--- config.mk ---
export PLATFORM = sky130hd
export DESIGN_NAME = req_capture_encoder
export DESIGN_NICKNAME = d
export VERILOG_FILES = /design/src/rtl/req_capture_encoder.sv
export SDC_FILE = /design/constraint.sdc
export NUM_CORES = 1
export LEC_CHECK = 0
export BUFFER_PORTS_ARGS = -buffer_cell sky130_fd_sc_hd__buf_2
export CAP_MARGIN = 10
export CORE_UTILIZATION = 49
export CTS_CLUSTER_DIAMETER = 40
export DETAILED_ROUTE_END_ITERATION = 8
export PLACE_DENSITY = 0.73
export SLEW_MARGIN = 20
export SYNTH_ARGS = -nofsm -noshare
export SYNTH_HDL_FRONTEND = slang
export SYNTH_SLANG_ARGS = --single-unit
--- constraint.sdc ---
create_clock -name clk -period 2.5 [get_ports clk]
set_clock_uncertainty 0.1 [all_clocks]
set_input_delay 0.125 -clock clk [delete_from_list [all_inputs] [get_ports clk]]
set_output_delay 0.125 -clock clk [all_outputs]
set_load 0.03 [all_outputs]
--- src/rtl/req_capture_encoder.sv ---
// Captures rising edges on asynchronous request lines, arbitrates them by fixed
// priority (highest index wins) and presents one binary-encoded event at a time.
module req_capture_encoder #(
    parameter int WIDTH       = 8,
    parameter int IDX_W       = 3,
    parameter int SYNC_STAGES = 2
) (
    input  logic             clk,
    input  logic             rst_n,
    input  logic [WIDTH-1:0] req_in,
    input  logic [WIDTH-1:0] mask,
    output logic             code_valid,
    input  logic             code_ready,
    output logic [IDX_W-1:0] code,
    output logic [WIDTH-1:0] pending,
    output logic             overflow,
    input  logic             clear_ovf
);

    typedef enum logic [1:0] {
        IDLE    = 2'b00,
        PRESENT = 2'b01
    } state_t;

    state_t state;

    logic [WIDTH-1:0] sync_q [SYNC_STAGES];
    logic [WIDTH-1:0] prev_q;

    logic [WIDTH-1:0] edge_det;
    logic [WIDTH-1:0] eligible;
    logic [IDX_W-1:0] winner;
    logic             any_eligible;
    logic             load;
    logic [WIDTH-1:0] take;
    logic [WIDTH-1:0] pending_next;
    logic             ovf_set;

    // Later (higher) indices overwrite earlier ones, so the highest set bit wins.
    function automatic logic [IDX_W-1:0] top_index(input logic [WIDTH-1:0] v);
        logic [IDX_W-1:0] idx;
        idx = '0;
        for (int i = 0; i < WIDTH; i++) begin
            if (v[i]) idx = IDX_W'(i);
        end
        return idx;
    endfunction

    // Synchronizer chain plus one history flop for edge detection
    always_ff @(posedge clk or negedge rst_n) begin
        if (!rst_n) begin
            for (int s = 0; s < SYNC_STAGES; s++) sync_q[s] <= '0;
            prev_q <= '0;
        end else begin
            sync_q[0] <= req_in;
            for (int s = 1; s < SYNC_STAGES; s++) sync_q[s] <= sync_q[s-1];
            prev_q <= sync_q[SYNC_STAGES-1];
        end
    end

    always_comb begin
        edge_det     = sync_q[SYNC_STAGES-1] & ~prev_q;
        eligible     = pending & mask;
        any_eligible = |eligible;
        winner       = top_index(eligible);
        load         = 1'b0;
        case (state)
            IDLE:    load = any_eligible;
            PRESENT: load = any_eligible & code_ready;
            default: load = 1'b0;
        endcase
        take         = load ? (WIDTH'(1) << winner) : '0;
        // A fresh edge on a bit being taken this cycle re-pends it (set wins).
        pending_next = edge_det | (pending & ~take);
        ovf_set      = |(edge_det & pending & ~take);
    end

    always_ff @(posedge clk or negedge rst_n) begin
        if (!rst_n) begin
            pending  <= '0;
            overflow <= 1'b0;
        end else begin
            pending  <= pending_next;
            overflow <= ovf_set | (overflow & ~clear_ovf);
        end
    end

    // Output register: code and code_valid come only from these flops
    always_ff @(posedge clk or negedge rst_n) begin
        if (!rst_n) begin
            state      <= IDLE;
            code_valid <= 1'b0;
            code       <= '0;
        end else begin
            case (state)
                IDLE: begin
                    if (any_eligible) begin
                        code       <= winner;
                        code_valid <= 1'b1;
                        state      <= PRESENT;
                    end
                end
                PRESENT: begin
                    if (code_ready) begin
                        if (any_eligible) begin
                            code       <= winner;
                            code_valid <= 1'b1;
                        end else begin
                            code_valid <= 1'b0;
                            state      <= IDLE;
                        end
                    end
                end
                default: begin
                    code_valid <= 1'b0;
                    state      <= IDLE;
                end
            endcase
        end
    end

endmodule

# Word-level counts from Yosys, hierarchy flattened
# Cells that the tools add are included.
[word_totals] reg_bits=39 output_inout_bits=13 elab_cells=52
[classes] eq_ne=4 shifts=1 muxes=20 bitwise=12 reduce_logical=7
[ops] op="AND 8 bit" count=5
[ops] op="2-to-1 mux 3 bit" count=8
[ops] op="NOT 8 bit" count=2
[ops] op="OR reduction 8 bit" count=2
[ops] op="2-to-1 mux 8 bit" count=1
[ops] op="bitwise OR 8 bit" count=1
[ops] op="<< shifter 1 x 3 -> 8 bit (first input constant)" count=1
[ops] op="2-to-1 mux 2 bit" count=3
[ops] op="!= test 2 bit (second input constant)" count=3
[ops] op="case mux 3 bit (2 select lines)" count=1
[ops] op="2-to-1 mux 1 bit" count=4
[ops] op="case mux 1 bit (2 select lines)" count=2
[ops] op="case mux 2 bit (2 select lines)" count=1
[ops] op="AND reduction 2 bit" count=2
[ops] op="AND reduction 3 bit" count=1
[ops] op="AND 1 bit" count=2
[ops] op="== test 2 x 1 -> 1 bit (second input constant)" count=1
[ops] op="zero test 2 bit" count=1
[ops] op="nonzero test 2 bit" count=1
[ops] op="NOT 1 bit" count=1
[ops] op="bitwise OR 1 bit" count=1

# Longest topological paths before layout
[depth] ltp_word=14 ltp_mapped=7

# Worst setup path before layout
# No wires, ideal clock.
[synth_timing] path_type="register to register" start="register pending[4]" end="register state[0]" setup_ps=125 arrival_time_ps=1811 t_required_ps=2275 setup_slack_ps=464 stages_incl_launch_ff=7 n_path_buf=0 path_cell_list="dfrtp_1 -> a22oi_4 -> nand2_2 -> or3_4 -> inv_1 -> ha_1 -> mux2_2"
[synth_between] elab_chain_cells=4 word_cells_on_any_way=5 cone_classes="eq/ne: 2; bitwise: 1; reduce/logical: 2"
[synth_rtl] item="start: declaration" line_no="15" rtl="output logic [WIDTH-1:0] pending,"
[synth_rtl] item="start signal: assignment" line_no="83" rtl="pending <= pending_next;"
[synth_rtl] item="AND 8 bit *" line_no="63" rtl="eligible = pending & mask;"
[synth_rtl] item="OR reduction 8 bit *" line_no="64" rtl="any_eligible = |eligible;"
[synth_rtl] item="!= test 2 bit (no source line)"
[synth_rtl] item="AND reduction 3 bit (no source line) *"
[synth_rtl] item="end signal: assignment" line_no="91" rtl="state <= IDLE;"
[synth_rtl] item="end signal: assignment" line_no="100" rtl="state <= PRESENT;"
[synth_rtl] item="end signal: assignment" line_no="110" rtl="state <= IDLE;"
[synth_rtl] item="end: declaration" line_no="25" rtl="state_t state;"
# Every way passes the cells marked *; elsewhere a longest branch is shown, timed or not.
# A chain may end at the register's enable or synchronous reset.

# Final worst setup path
# Ends and elaborated chain as after synthesis.

==> qor.csv <==
metric,value,unit
outcome,"finished, violations left",
failing checks,design-rule violations,
CTS Buf Count,5,
Reg power frac,49.5,%
die area,3255,um2
dominant cells by area after synthesis,"dfrtp_1 (64%), nand2_1 (5.1%), a22oi_4 (2.9%)",
Critical Path Stages,6,
root buffer cell,clkbuf_4,
"Design Area, Final",1832,um2
M3 GR Usage,5.215,%
Clk pwr share,19.7,%
crit-path cells,a22oi_4 -> nand2_2 -> or3_4 -> inv_1 -> ha_1 -> mux2_2,
max-slew violations,0,
first-pass GRT wire length,4.264,mm
DRC violations left,8,
NetSw,0.5850,mW
antenna violations before repair,0,
required time worst endpoint,2640,ps
Worst Tran Pin Value,796.1,ps
clk_lat worst skew,340,ps
reg-to-reg startpoint,pending[4],
Max VDD drop,510.7,uV
unrepaired setup endpoints after global routing,false,
final cell count without fillers,200,
Hold Crit Class,in -> reg,
Initial Util,52.94,%
worst setup path category,reg -> reg,
synthesized cell area,1485,um2
syn avg cell area,12.38,um2
pwr dens,865.9,nW/um2
Comb power frac,30.9,%
Die Wd,57.06,um
CTS tree,done,
M1 GR Usage,22.38,%
initial drt markers,39,
synthesized net count,141,
Critical Path Sink,state[0],
Worst Path Buf+Inv,1,
fin crit share,79.88,%
share of the synthesized area in the top cell type,64.03,%
HPWL after detailed placement,1.884,mm
via total after detailed routing,1061,
TritonCTS Sinks,38,
detail-routed net length per standard cell,13.20,um
final setup margin,503.0,ps
"commonest non-fill, non-tap cell in the layout",dfrtp_1,
post-synthesis sequential area ratio,64.03,%
Final ANT Viol Nets,0,
gr ovfl total,0,
final-report setup violation count,0,
gr usage total,18.34,%
CP max-delay cell,dfrtp_1,
DRT Wirelength,2.640,mm
CTS Buffer Depth,2,
Switching Share,36.88,%
P&R area growth vs syn,23.34,%
total placed cells including tap cells,182,
Most Crowded Layer GR,met2,
CTS resizes,0,
Core Footprint,2805,um2
Fmax,500.8,MHz
clock slew at reported path FFs,110,ps
synth warn,0,
critical path peak fanout,6,
"Hold Vio Cnt, Final",0,
worst r2r dst,state[0],
I/O pins,33,
#FFs+latches synth,38,
pin count of the biggest net entering global routing,39,
Worst setup startpoint,pending[4],
critical path's largest stage delay,470,ps
port buffer count,32,
CP Data Arrival Time,2130,ps
ANT cells,0,
htree depth,2,
leak pwr,0.8688,nW
post-CTS setup buffers,0,
max_cap viols,0,
Mapped Cells,120,
via/cell ratio,5.305,
setup tns final,0,ps
most frequent cells in the layout,"dfrtp_1 (38), buf_2 (32), nand2_1 (20)",
R2R cell count,6,
internal power,1.001,mW
Die H,57.06,um
cell taking the most area after synthesis,dfrtp_1,
met2 Resource Use GR,28.40,%
relative slew slack,46.93,%
Final Core Density,65.30,%
crit path time final,1997,ps
WHS,53.50,ps
CP startpoint kind,flip-flop,
Worst setup EP type,flip-flop,
Synth cell types,36,
total power,1.586,mW
vias in the first global route,969,
row count,19,
layout cell share with drive strength beyond 1,30.77,%
Routability Congestion,0.8489,
area post-placement,1677,um2
CP top delay family,simple AND/OR/NAND/NOR gates,
register-to-register setup slack,500,ps
Place WS,515.4,ps
Final #Nets,189,
first drt pass iteration count,6,
-- synthesized netlist by cell type --
cell type and number:
dfrtp_1 38, mux2_2 1, or3_4 1, nor3_2 1, nand2_2 2, a21oi_1 1, a22o_1 4, nor3b_1 1
a31oi_1 1, o31ai_1 1, nand2_1 20, o211ai_1 1, buf_4 1, a41oi_1 1, mux2_1 1, nand2b_1 2
o21ai_2 1, o311ai_0 1, ha_1 1, and2_1 2, a211oi_1 1, a22oi_4 2, o21ai_0 6, and2_2 2
and3_1 1, a22o_2 2, nand4_1 1, nand4b_1 2, a21o_1 2, nand3_1 5, nor2b_1 3, nor2_1 1
o22ai_1 1, nand2b_4 1, a32oi_1 1, inv_1 7
-- tightest hold or removal path, cell delays in order --
cell     delay (ps)
buf_2           130
nand3_1          90
nand2_1          50
o21ai_0          60
-- how the worst min path moves through the flow --
stage / depth (start not counted) / start / end / slack [ps]
finish: 4 / mask[6] / pending[6] / 50
global route: 4 / mask[7] / pending[7] / 70
CTS: 4 / mask[6] / pending[6] / 40
detailed placement: 1 / req_in[0] / sync_q[8] / 130
global placement: 1 / req_in[6] / sync_q[14] / 130
floorplan: 0 / rst_n / code[0] / -270
-- power groups by stage --
stage                     clock [mW]  sequential, mW  combinational, mW
final                          0.312           0.784              0.490
after global routing           0.347           0.799              0.529
after CTS                      0.325           0.785              0.493
after detailed placement           0           0.798              0.479
after global placement             0           0.791              0.476
after floorplan                    0           0.915              0.221
-- area by class of cell --
cell class / count / area, um2
clock buffers: 6 / 41.29
clock inverters: 2 / 13.76
fillers: 226 / 973.4
inverters: 7 / 26.28
multi-input cells: 74 / 500.5
flip-flops and latches: 38 / 950.9
well taps: 31 / 38.79
repair buffers: 42 / 260.3
-- cells by family (layout without fill, tap and decap cells) --
kind of cell               Yosys count  in the layout  synth area share, %
adders and majority gates            1              1               0.8423
buffers and inverters                8             57                2.275
DFF                                 38             38                64.03
AOI/OAI and AO/OA                   26             26                14.66
muxes                                2              2                1.516
and+or+nand+nor                     45             45                16.68
-- sequential cells by signal (all words and copies together) (netlist names) --
signal / count
overflow: 1
state: 1
sync_q: 16
code_valid: 1
prev_q: 8
pending: 8
code: 3
-- routing by layer --
metal | vias to the layer above | routed length, um
met5 | - | 0
met4 | 0 | 63
met3 | 8 | 135
met2 | 34 | 1257
met1 | 499 | 1184
li1 | 520 | -
-- what timing repair did --
item,CTS,global route
hold endpoints to repair,47,0
setup endpoints to repair,0,0
hold buffers,10,0
No activity file was read; power rests on OpenSTA's default activity.
